File: config.mk
export PLATFORM = sky130hd
export DESIGN_NAME = led_mode_ctrl_flat
export DESIGN_NICKNAME = d
export VERILOG_FILES = /design/src/rtl/led_ctrl_pkg.sv /design/src/rtl/led_mode_ctrl_if.sv /design/src/rtl/button_debounce.sv /design/src/rtl/led_mode_ctrl.sv /design/src/flat_wrapper.sv
export SDC_FILE = /design/constraint.sdc
export NUM_CORES = 1
export LEC_CHECK = 0
export CORE_AREA = 2 2 54 56
export DETAILED_ROUTE_END_ITERATION = 7
export DIE_AREA = 0 0 56 58
export GPL_TIMING_DRIVEN = 0
export PLACE_DENSITY = 0.62
export SYNTH_ARGS = -nofsm -noshare
export SYNTH_HDL_FRONTEND = slang
export SYNTH_SLANG_ARGS = --single-unit
File: constraint.sdc
create_clock -name clk -period 3 [get_ports clk]
set_input_delay 0.6 -clock clk [delete_from_list [all_inputs] [get_ports clk]]
set_output_delay 0.6 -clock clk [all_outputs]
set_load 0.05 [all_outputs]
File: src/rtl/led_ctrl_pkg.sv
// -----------------------------------------------------------------------------
// led_ctrl_pkg
// Shared definitions for the LED mode controller:
//   mode_e        - operating mode seen on the mode output (OFF/ON/SLOW/FAST)
//   press_state_e - press-classification FSM state
//   cnt_width()   - width of a counter that runs 0..n-1 (at least 1 bit)
//   next_mode()   - short-press mode sequence with wrap-around
// -----------------------------------------------------------------------------
package led_ctrl_pkg;

  typedef enum logic [1:0] {
    MODE_OFF        = 2'd0,
    MODE_ON         = 2'd1,
    MODE_BLINK_SLOW = 2'd2,
    MODE_BLINK_FAST = 2'd3
  } mode_e;

  typedef enum logic [1:0] {
    ST_IDLE      = 2'd0,
    ST_PRESSED   = 2'd1,
    ST_LONG_HELD = 2'd2
  } press_state_e;

  // A counter holding 0..n-1 needs $clog2(n) bits; never return zero width.
  function automatic int cnt_width(input int n);
    return (n < 2) ? 1 : $clog2(n);
  endfunction

  // OFF -> ON -> BLINK_SLOW -> BLINK_FAST -> OFF; the 2-bit add wraps.
  function automatic mode_e next_mode(input mode_e m);
    return mode_e'(m + 2'd1);
  endfunction

endpackage

File: src/rtl/led_mode_ctrl_if.sv
// -----------------------------------------------------------------------------
// led_mode_ctrl_if
// Groups the button input and the LED/mode/event outputs of led_mode_ctrl.
//   button    - raw push-button level, asynchronous, 1 = pressed
//   led       - LED drive, 1 = on
//   mode      - current mode (mode_e)
//   short_evt - one-cycle pulse on a recognised short press
//   long_evt  - one-cycle pulse on a recognised long press
// Handshake: there is no valid/ready pair. short_evt and long_evt are
// single-cycle strobes with no back-pressure; a consumer must sample them in
// the cycle they are high. mode and led are levels, valid every cycle.
// modports: master = the side that drives the button and observes outputs,
//           slave  = the controller.
// -----------------------------------------------------------------------------
interface led_mode_ctrl_if;
  import led_ctrl_pkg::*;

  logic  button;
  logic  led;
  mode_e mode;
  logic  short_evt;
  logic  long_evt;

  modport master (
    output button,
    input  led,
    input  mode,
    input  short_evt,
    input  long_evt
  );

  modport slave (
    input  button,
    output led,
    output mode,
    output short_evt,
    output long_evt
  );

endinterface

File: src/rtl/button_debounce.sv
// -----------------------------------------------------------------------------
// button_debounce
// Two-flop synchroniser followed by a consecutive-cycle debounce filter.
//   clk    - clock
//   reset  - asynchronous active-low reset
//   button - raw asynchronous button level
//   deb    - debounced level; follows the synchronised level once it has
//            differed for DEBOUNCE_CYCLES consecutive cycles
// -----------------------------------------------------------------------------
module button_debounce
  import led_ctrl_pkg::*;
#(
  parameter int DEBOUNCE_CYCLES = 4
) (
  input  logic clk,
  input  logic reset,
  input  logic button,
  output logic deb
);

  localparam int            CW       = cnt_width(DEBOUNCE_CYCLES);
  localparam logic [CW-1:0] CNT_LAST = CW'(DEBOUNCE_CYCLES - 1);

  logic          sync1_q;
  logic          sync2_q;
  logic          deb_q;
  logic          deb_d;
  logic [CW-1:0] cnt_q;
  logic [CW-1:0] cnt_d;

  // Any cycle where the synchronised level agrees with deb restarts the
  // count, so only an unbroken run of DEBOUNCE_CYCLES disagreements flips deb.
  always_comb begin
    cnt_d = '0;
    deb_d = deb_q;
    if (sync2_q != deb_q) begin
      if (cnt_q == CNT_LAST) begin
        deb_d = sync2_q;
        cnt_d = '0;
      end else begin
        cnt_d = cnt_q + 1'b1;
      end
    end
  end

  always_ff @(posedge clk or negedge reset) begin
    if (!reset) begin
      sync1_q <= 1'b0;
      sync2_q <= 1'b0;
      deb_q   <= 1'b0;
      cnt_q   <= '0;
    end else begin
      sync1_q <= button;
      sync2_q <= sync1_q;
      deb_q   <= deb_d;
      cnt_q   <= cnt_d;
    end
  end

  assign deb = deb_q;

endmodule

File: src/rtl/led_mode_ctrl.sv
// -----------------------------------------------------------------------------
// led_mode_ctrl
// Single-button LED controller. A short press steps the mode
// OFF -> ON -> BLINK_SLOW -> BLINK_FAST -> OFF; a long press forces OFF.
//   clk       - clock, all state updates on the rising edge
//   reset     - asynchronous active-low reset
//   bus       - led_mode_ctrl_if.slave: button in; led, mode, short_evt,
//               long_evt out
//   state_dbg - current press-classification FSM state
// Parameters: DEBOUNCE_CYCLES, LONG_PRESS_CYCLES (>= 2), SLOW_HALF, FAST_HALF
// (LED half-periods in cycles for the two blink modes).
// -----------------------------------------------------------------------------
module led_mode_ctrl
  import led_ctrl_pkg::*;
#(
  parameter int DEBOUNCE_CYCLES   = 4,
  parameter int LONG_PRESS_CYCLES = 20,
  parameter int SLOW_HALF         = 8,
  parameter int FAST_HALF         = 2
) (
  input  logic                  clk,
  input  logic                  reset,
  led_mode_ctrl_if.slave        bus,
  output press_state_e          state_dbg
);

  localparam int HW        = cnt_width(LONG_PRESS_CYCLES);
  localparam int BLINK_MAX = (SLOW_HALF > FAST_HALF) ? SLOW_HALF : FAST_HALF;
  localparam int BW        = cnt_width(BLINK_MAX);

  // The long press fires on the edge where the hold counter steps onto
  // LONG_PRESS_CYCLES-1, i.e. while it still reads LONG_PRESS_CYCLES-2.
  // Together with the one cycle spent leaving IDLE this puts long_evt
  // LONG_PRESS_CYCLES cycles after deb rises.
  localparam logic [HW-1:0] HOLD_PRE_LAST = HW'(LONG_PRESS_CYCLES - 2);
  localparam logic [BW-1:0] SLOW_LAST     = BW'(SLOW_HALF - 1);
  localparam logic [BW-1:0] FAST_LAST     = BW'(FAST_HALF - 1);

  logic          deb;

  press_state_e  state_q;
  logic [HW-1:0] hold_q;
  logic          short_q;
  logic          long_q;
  mode_e         mode_q;

  logic          short_c;
  logic          long_c;

  logic [BW-1:0] blink_cnt_q;
  logic [BW-1:0] blink_cnt_d;
  logic          phase_q;
  logic          phase_d;
  logic [BW-1:0] half_last;
  logic          blink_mode;

  button_debounce #(
    .DEBOUNCE_CYCLES (DEBOUNCE_CYCLES)
  ) u_debounce (
    .clk    (clk),
    .reset  (reset),
    .button (bus.button),
    .deb    (deb)
  );

  // Press classification. Both events are decided only in PRESSED, so they
  // are mutually exclusive, and leaving PRESSED on the same edge keeps each
  // one exactly one cycle wide.
  always_comb begin
    short_c = 1'b0;
    long_c  = 1'b0;
    if (state_q == ST_PRESSED) begin
      if (!deb) begin
        short_c = 1'b1;
      end else if (hold_q == HOLD_PRE_LAST) begin
        long_c = 1'b1;
      end
    end
  end

  // Press FSM with registered event and mode outputs. IDLE is only ever
  // entered with deb low (reset, or a falling edge seen in PRESSED or
  // LONG_HELD), so deb high while IDLE is always a fresh rising edge.
  always_ff @(posedge clk or negedge reset) begin
    if (!reset) begin
      state_q <= ST_IDLE;
      hold_q  <= '0;
      short_q <= 1'b0;
      long_q  <= 1'b0;
      mode_q  <= MODE_OFF;
    end else begin
      short_q <= short_c;
      long_q  <= long_c;

      case (state_q)
        ST_IDLE: begin
          if (deb) begin
            state_q <= ST_PRESSED;
            hold_q  <= '0;
          end
        end
        ST_PRESSED: begin
          if (short_c) begin
            state_q <= ST_IDLE;
          end else if (long_c) begin
            state_q <= ST_LONG_HELD;
            hold_q  <= hold_q + 1'b1;
          end else begin
            hold_q  <= hold_q + 1'b1;
          end
        end
        ST_LONG_HELD: begin
          if (!deb) begin
            state_q <= ST_IDLE;
          end
        end
        default: begin
          state_q <= ST_IDLE;
        end
      endcase

      if (short_c) begin
        mode_q <= next_mode(mode_q);
      end else if (long_c) begin
        mode_q <= MODE_OFF;
      end
    end
  end

  // Blink generator. Every event changes the mode, so restarting on an event
  // lines the first blink phase (LED on) up with the new mode's first cycle.
  assign blink_mode = (mode_q == MODE_BLINK_SLOW) || (mode_q == MODE_BLINK_FAST);
  assign half_last  = (mode_q == MODE_BLINK_SLOW) ? SLOW_LAST : FAST_LAST;

  always_comb begin
    blink_cnt_d = '0;
    phase_d     = 1'b1;
    if (!(short_c || long_c) && blink_mode) begin
      if (blink_cnt_q == half_last) begin
        blink_cnt_d = '0;
        phase_d     = ~phase_q;
      end else begin
        blink_cnt_d = blink_cnt_q + 1'b1;
        phase_d     = phase_q;
      end
    end
  end

  always_ff @(posedge clk or negedge reset) begin
    if (!reset) begin
      blink_cnt_q <= '0;
      phase_q     <= 1'b1;
    end else begin
      blink_cnt_q <= blink_cnt_d;
      phase_q     <= phase_d;
    end
  end

  // led is decoded from registered mode and phase so it switches in the same
  // cycle as mode and never sees the button directly.
  assign bus.led       = (mode_q == MODE_ON) || (blink_mode && phase_q);
  assign bus.mode      = mode_q;
  assign bus.short_evt = short_q;
  assign bus.long_evt  = long_q;
  assign state_dbg     = state_q;

endmodule

File: src/flat_wrapper.sv
// flat-port wrapper written by rule: the top's interface ports become plain ports
module led_mode_ctrl_flat import led_ctrl_pkg::*;
#(
  parameter int DEBOUNCE_CYCLES   = 4,
  parameter int LONG_PRESS_CYCLES = 20,
  parameter int SLOW_HALF         = 8,
  parameter int FAST_HALF         = 2
)
  (clk, reset, state_dbg, bus_button, bus_led, bus_mode, bus_short_evt, bus_long_evt);
  led_mode_ctrl_if bus_i ();
  input  logic clk;
  input  logic reset;
  output press_state_e state_dbg;
  input wire logic [$bits(bus_i.button)-1:0] bus_button;
  output wire logic [$bits(bus_i.led)-1:0] bus_led;
  output wire logic [$bits(bus_i.mode)-1:0] bus_mode;
  output wire logic [$bits(bus_i.short_evt)-1:0] bus_short_evt;
  output wire logic [$bits(bus_i.long_evt)-1:0] bus_long_evt;
  assign bus_i.button = bus_button;
  assign bus_led = bus_i.led;
  assign bus_mode = bus_i.mode;
  assign bus_short_evt = bus_i.short_evt;
  assign bus_long_evt = bus_i.long_evt;
  led_mode_ctrl #(.DEBOUNCE_CYCLES(DEBOUNCE_CYCLES), .LONG_PRESS_CYCLES(LONG_PRESS_CYCLES), .SLOW_HALF(SLOW_HALF), .FAST_HALF(FAST_HALF)) u_core (.clk(clk), .reset(reset), .bus(bus_i), .state_dbg(state_dbg));
endmodule
# Word-level counts from Yosys, hierarchy flattened
# Index checks and enable logic that the tools add are counted.
[classes]
bitwise_logic = 1
n_reduce_logical = 12
addsub = 4
eq_ne = 14
mux = 22
[op_table]
columns = ["cell", "count"]
rows = [
  ["2-to-1 mux 2 bit", 8],
  ["2-to-1 mux 5 bit", 2],
  ["one-hot mux 5 bit (2 select lines)", 1],
  ["2-to-1 mux 3 bit", 3],
  ["equality test 2 bit, second input constant", 4],
  ["inequality test 2 bit, second input constant", 4],
  ["2-to-1 mux 1 bit", 7],
  ["one-hot mux 2 bit (3 select lines)", 1],
  ["AND reduction 3 bit", 2],
  ["adder 5 x 1 -> 5 bit, second input constant", 1],
  ["equality test 5 bit, second input constant", 1],
  ["adder 2 x 1 -> 2 bit, second input constant", 2],
  ["equality test 2 x 1 -> 1 bit, second input constant", 2],
  ["nonzero test 2 bit", 2],
  ["adder 3 x 1 -> 3 bit, second input constant", 1],
  ["equality test 3 bit", 1],
  ["logical OR 1 bit", 3],
  ["inequality test 3 x 1 -> 1 bit, second input constant", 1],
  ["logical AND 1 bit", 2],
  ["zero test 2 bit", 1],
  ["AND reduction 2 bit", 1],
  ["zero test 1 bit", 1],
  ["inequality test 1 bit", 1],
  ["NOT 1 bit", 1],
]
[word_totals]
ff_bits = 20
inputBits = 3
elab_cells = 64
out_inout_bits = 7

# Depth between registers and ports, before layout
[depth]
depth_word = 8
mapped_depth = 5
depth_no_buf = 5

# Modules after synthesis
# Synthesis repeated with hierarchy kept, for this count alone.
[hier_totals]
cells_unflattened = 77
hier_area_um2 = 917.1
[by_module_without_submodules]
columns = ["module", "instances", "area_each_um2", "cells_per_inst", "seq_area_each_um2"]
rows = [
  ["led_mode_ctrl", 1, 743.2, 67, 376.6],
  ["button_debounce", 1, 173.9, 10, 125.1],
]

# Worst setup path after synthesis
# Ideal clock, no wire load.
[synth_timing]
path_kind = "reg2out"
startpoint = "register u_core.mode_q[0], in the netlist u_core.bus.mode[0]"
endpoint = "output port bus_led"
setup_slack_ns = 0.512
path_buffers = 0
required_time_ns = 2.400
t_arrival_ns = 1.888
stages_incl_launch_ff = 3
cell_sequence = "dfrtp_1 inv_1 o21ai_0"
[synth_between]
elab_chain_len = 4
word_cells_on_any_way = 6
cone_classes = "eq/ne (3); reduce/logical (3)"
[synth_lines]
columns = ["item", "line_no", "rtl"]
rows = [
  ["start: declaration", "led_mode_ctrl.sv:45", "mode_e mode_q;"],
  ["start signal: assignment", "led_mode_ctrl.sv:123", "mode_q <= next_mode(mode_q);"],
  ["equality test 2 bit", "led_mode_ctrl.sv:132", "assign blink_mode = (mode_q == MODE_BLINK_SLOW) || (mode_q == MODE_BLINK_FAST);"],
  ["logical OR 1 bit", "led_mode_ctrl.sv:132", ""],
  ["logical AND 1 bit", "led_mode_ctrl.sv:161", "assign bus.led = (mode_q == MODE_ON) || (blink_mode && phase_q);"],
  ["logical OR 1 bit (*)", "led_mode_ctrl.sv:161", ""],
  ["end: declaration", "flat_wrapper.sv:15", "output wire logic [$bits(bus_i.led)-1:0] bus_led;"],
]
# Mark *: on every way between the ends. The rest lies on a longest branch, timed or not.

# Worst setup path in the final report
[layout_timing]
startpoint = "register u_core.phase_q"
endpoint = "output port bus_led"
[layout_between]
elab_chain_len = 2
[layout_lines]
columns = ["item", "line_no", "rtl"]
rows = [
  ["start: declaration", "led_mode_ctrl.sv:52", "logic phase_q;"],
  ["start signal: assignment", "led_mode_ctrl.sv:155", "phase_q <= phase_d;"],
  ["logical AND 1 bit", "led_mode_ctrl.sv:161", ""],
  ["logical OR 1 bit", "led_mode_ctrl.sv:161", ""],
]
# Every way passes these cells.

==> impl_metrics.tcl <==
set metrics [dict create \
    status "finished, final reports clean" \
    drt_drc_violations_left 0 \
    grt_max_degree 21 \
    dr.max_layer_used "met3" \
    finalNonFillerCells 123 \
    synthCells 79 \
    cts_max_level 1 \
    cts.sinks 20 \
    vdd.ir_drop.worst_uv 686.2 \
    ctsHoldBuffers 0 \
    yosysUniqueCellTypes 28 \
    end_kind "primary output" \
    r2r_cells 5 \
    dr_wl_met2_microns 669 \
    grt_remaining_overflow 0 \
    setup-violations-final 0 \
    grt.total_usage_pct 10.83 \
    drtIter0Drc 12 \
    maxCapViolCount 0 \
    path_max_fanout 3 \
    drtPass1Iterations 4 \
    grt_pass1_wl_mm 2.697 \
    hold_path.class "flop to flop" \
    core_sq_mm 0.002663 \
    worst_slew_pin_slew_ps 874.9 \
    dp_hpwl_mm 1.086 \
    cts_resized 0 \
    slew_headroom_pct 41.49 \
    crit_type "flop to primary output" \
    areaGrowthSynthToFinish_pct 18.57 \
    clock-skew-final_ps 9.242 \
    clk_latency_ps 300 \
    dieHeight_microns 58 \
    wirelength_mm 1.442 \
    synth_nets 88 \
    rsz0062_at_grt "false" \
    wl_per_cell_microns 11.72 \
    finalMaxSlewViolations 0 \
    start_util_pct 33.41 \
    min_period_ps 2395 \
    cts_setup_buffers 0 \
    max_freq_ghz 0.4176 \
    fillCellCount 260 \
    port_buffers 9 \
    p_leak_uw 0.0004756 \
    fp.dieW_microns 56 \
    crit_path_start_kind "flop" \
    powerDensity_mw_per_mm2 940.2 \
    ys_warn_count 0 \
    hold_depth 0 \
    cp.arrival_ps 1790 \
    vias 585 \
    fin_nets 102 \
    place_area_sq_mm 0.001018 \
    yosysSeqAreaShare_pct 56.40 \
    antenna_found_initial 0 \
    timing.final.ws_setup_ps 605.1 \
    clk_path_buf_depth 2 \
    avgSynthCellArea_sq_um 11.26 \
    antennaDiodeCount 0 \
    antenna_left 0 \
    hold_violations 0 \
    cts_tree "built" \
    setup-tns-final_ps 0 \
    die_area_sq_mm 0.003248 \
    wl_met1_microns 706 \
    path_clk_slew_ps 120 \
    power_uw 991.6 \
    cts-buffers-inserted 3 \
    place_ws_ps 939.8 \
    layout-drive-gt1-share_pct 8.696 \
    synth-seq-cells 20 \
    design_area_sq_mm 0.001055 \
    vias_per_cell 4.756 \
    place_inst 119 \
    rows 19 \
    synth_area_sq_um 889.6 \
    period_share_pct 79.83 \
    place.gp.congestion 0.6961 \
    num_io_pins 10 \
    cts-root-buf "clkbuf_4" \
    first_global_vias 591 \
    routed-wl-met3_microns 66 \
    critPathRequiredTime_ps 2400 \
]
-- power by group --
| part | leakage [uW] | internal (uW) | switching [uW] |
|---|---|---|---|
| Clock | 0.0000210 | 74.0 | 82.6 |
| Combinational | 0.000196 | 162 | 260 |
| Sequential | 0.000259 | 343 | 70.4 |
-- synth_stat cells --
cell type  number  area [sq um]
xnor2_1         2         17.52
inv_1           5         18.77
nand2_1         6         22.52
o22ai_1         1         6.260
buf_2           1         5.000
nand3_1         3         15.01
or3b_1          2         17.52
o21a_1          1         7.510
nor2b_1         3         18.77
nand3b_1        1         7.510
o21ai_0         7         35.03
o31ai_1         1         7.510
o221ai_1        1         8.760
xor2_1          1         8.760
ha_1            6         75.07
nand4_1         1         6.260
nor3_1          3         15.01
o211ai_1        1         7.510
dfstp_2         1         26.28
mux2_2          1         11.26
a21oi_1         2         10.01
nand2b_1        2         12.51
nor2_1          4         15.01
or4b_4          1         13.76
nand4bb_1       1         11.26
nor3b_1         1         7.510
or3_1           1         6.260
dfrtp_1        19         475.5
-- per-layer routing --
| metal | vias up | GRT usage, % |
|---|---|---|
| met1 | 273 | 14.08 |
| met3 | 0 | 4.688 |
| met2 | 10 | 17.14 |
| met5 | - | 0 |
| met4 | 0 | 2.041 |
| li1 | 302 | - |
-- through the flow --
stage,util [%],hold WS (ps)
final,39.61,362.0
after global routing,39.61,368.7
after CTS,39.61,366.6
after detailed placement,38.25,340.5
after global placement,38.25,335.9
after floorplan,-,304.4
-- final timing paths --
check / from / endpoint / slack (ps)
hold reg to reg: u_core.u_debounce.sync1_q / u_core.u_debounce.sync2_q / 360
min in group asynchronous: reset / u_core.u_debounce.cnt_q[1] / 780
hold / removal: u_core.u_debounce.sync1_q / u_core.u_debounce.sync2_q / 360
setup / recovery: u_core.phase_q / bus_led / 610
setup reg to reg: u_core.bus.mode[0] / u_core.phase_q / 1180
max in group asynchronous: reset / u_core.hold_q[2] / 1680
-- sequential cells by signal (all words and copies together), names as in the netlist --
signal                     flops
u_core.hold_q                  5
u_core.blink_cnt_q             3
u_core.bus.mode                2
u_core.state_dbg               2
u_core.u_debounce.cnt_q        2
u_core.bus.long_evt            1
u_core.bus.short_evt           1
u_core.phase_q                 1
u_core.u_debounce.deb          1
u_core.u_debounce.sync1_q      1
u_core.u_debounce.sync2_q      1
-- cell usage in the layout (no fill, tap or decap), types with 2 or more instances in the layout --
| cell | instances |
|---|---|
| a21oi_1 | 2 |
| clkbuf_4 | 3 |
| clkdlybuf4s50_1 | 9 |
| dfrtp_1 | 19 |
| ha_1 | 6 |
| inv_1 | 5 |
| nand2_1 | 6 |
| nand2b_1 | 2 |
| nand3_1 | 3 |
| nor2_1 | 4 |
| nor2b_1 | 3 |
| nor3_1 | 3 |
| o21ai_0 | 7 |
| or3b_1 | 2 |
| xnor2_1 | 2 |
-- cell families (layout without fill, tap and decap cells) --
family / after synthesis / count (layout) / synth area share (%)
DFF: 20 / 20 / 56.40
and+or+nand+nor: 29 / 29 / 18.99
muxes: 1 / 1 / 1.266
xor gates and xnor gates: 3 / 3 / 2.954
AOI/OAI and AO/OA: 14 / 14 / 9.284
buffers and inverters: 6 / 19 / 2.672
adders and majority gates: 6 / 6 / 8.439
-- final cells by class --
class	count	area, sq um	share of cell area (%)
inverter	5	18.77	1.779
sequential	20	501.7	47.57
buffer	1	5.005	0.4745
timing repair buffer	9	90.09	8.541
clock buffer	4	36.28	3.440
tap	31	38.79	3.677
multi-input combinational	53	364.1	34.52
-- worst max-delay path, stage by stage (launching register included) --
cell	delay, ps
dfstp_2	560
nand2_1	40
o21ai_0	60
clkdlybuf4s50_1	820
No activity file was read; power rests on OpenSTA's default activity.
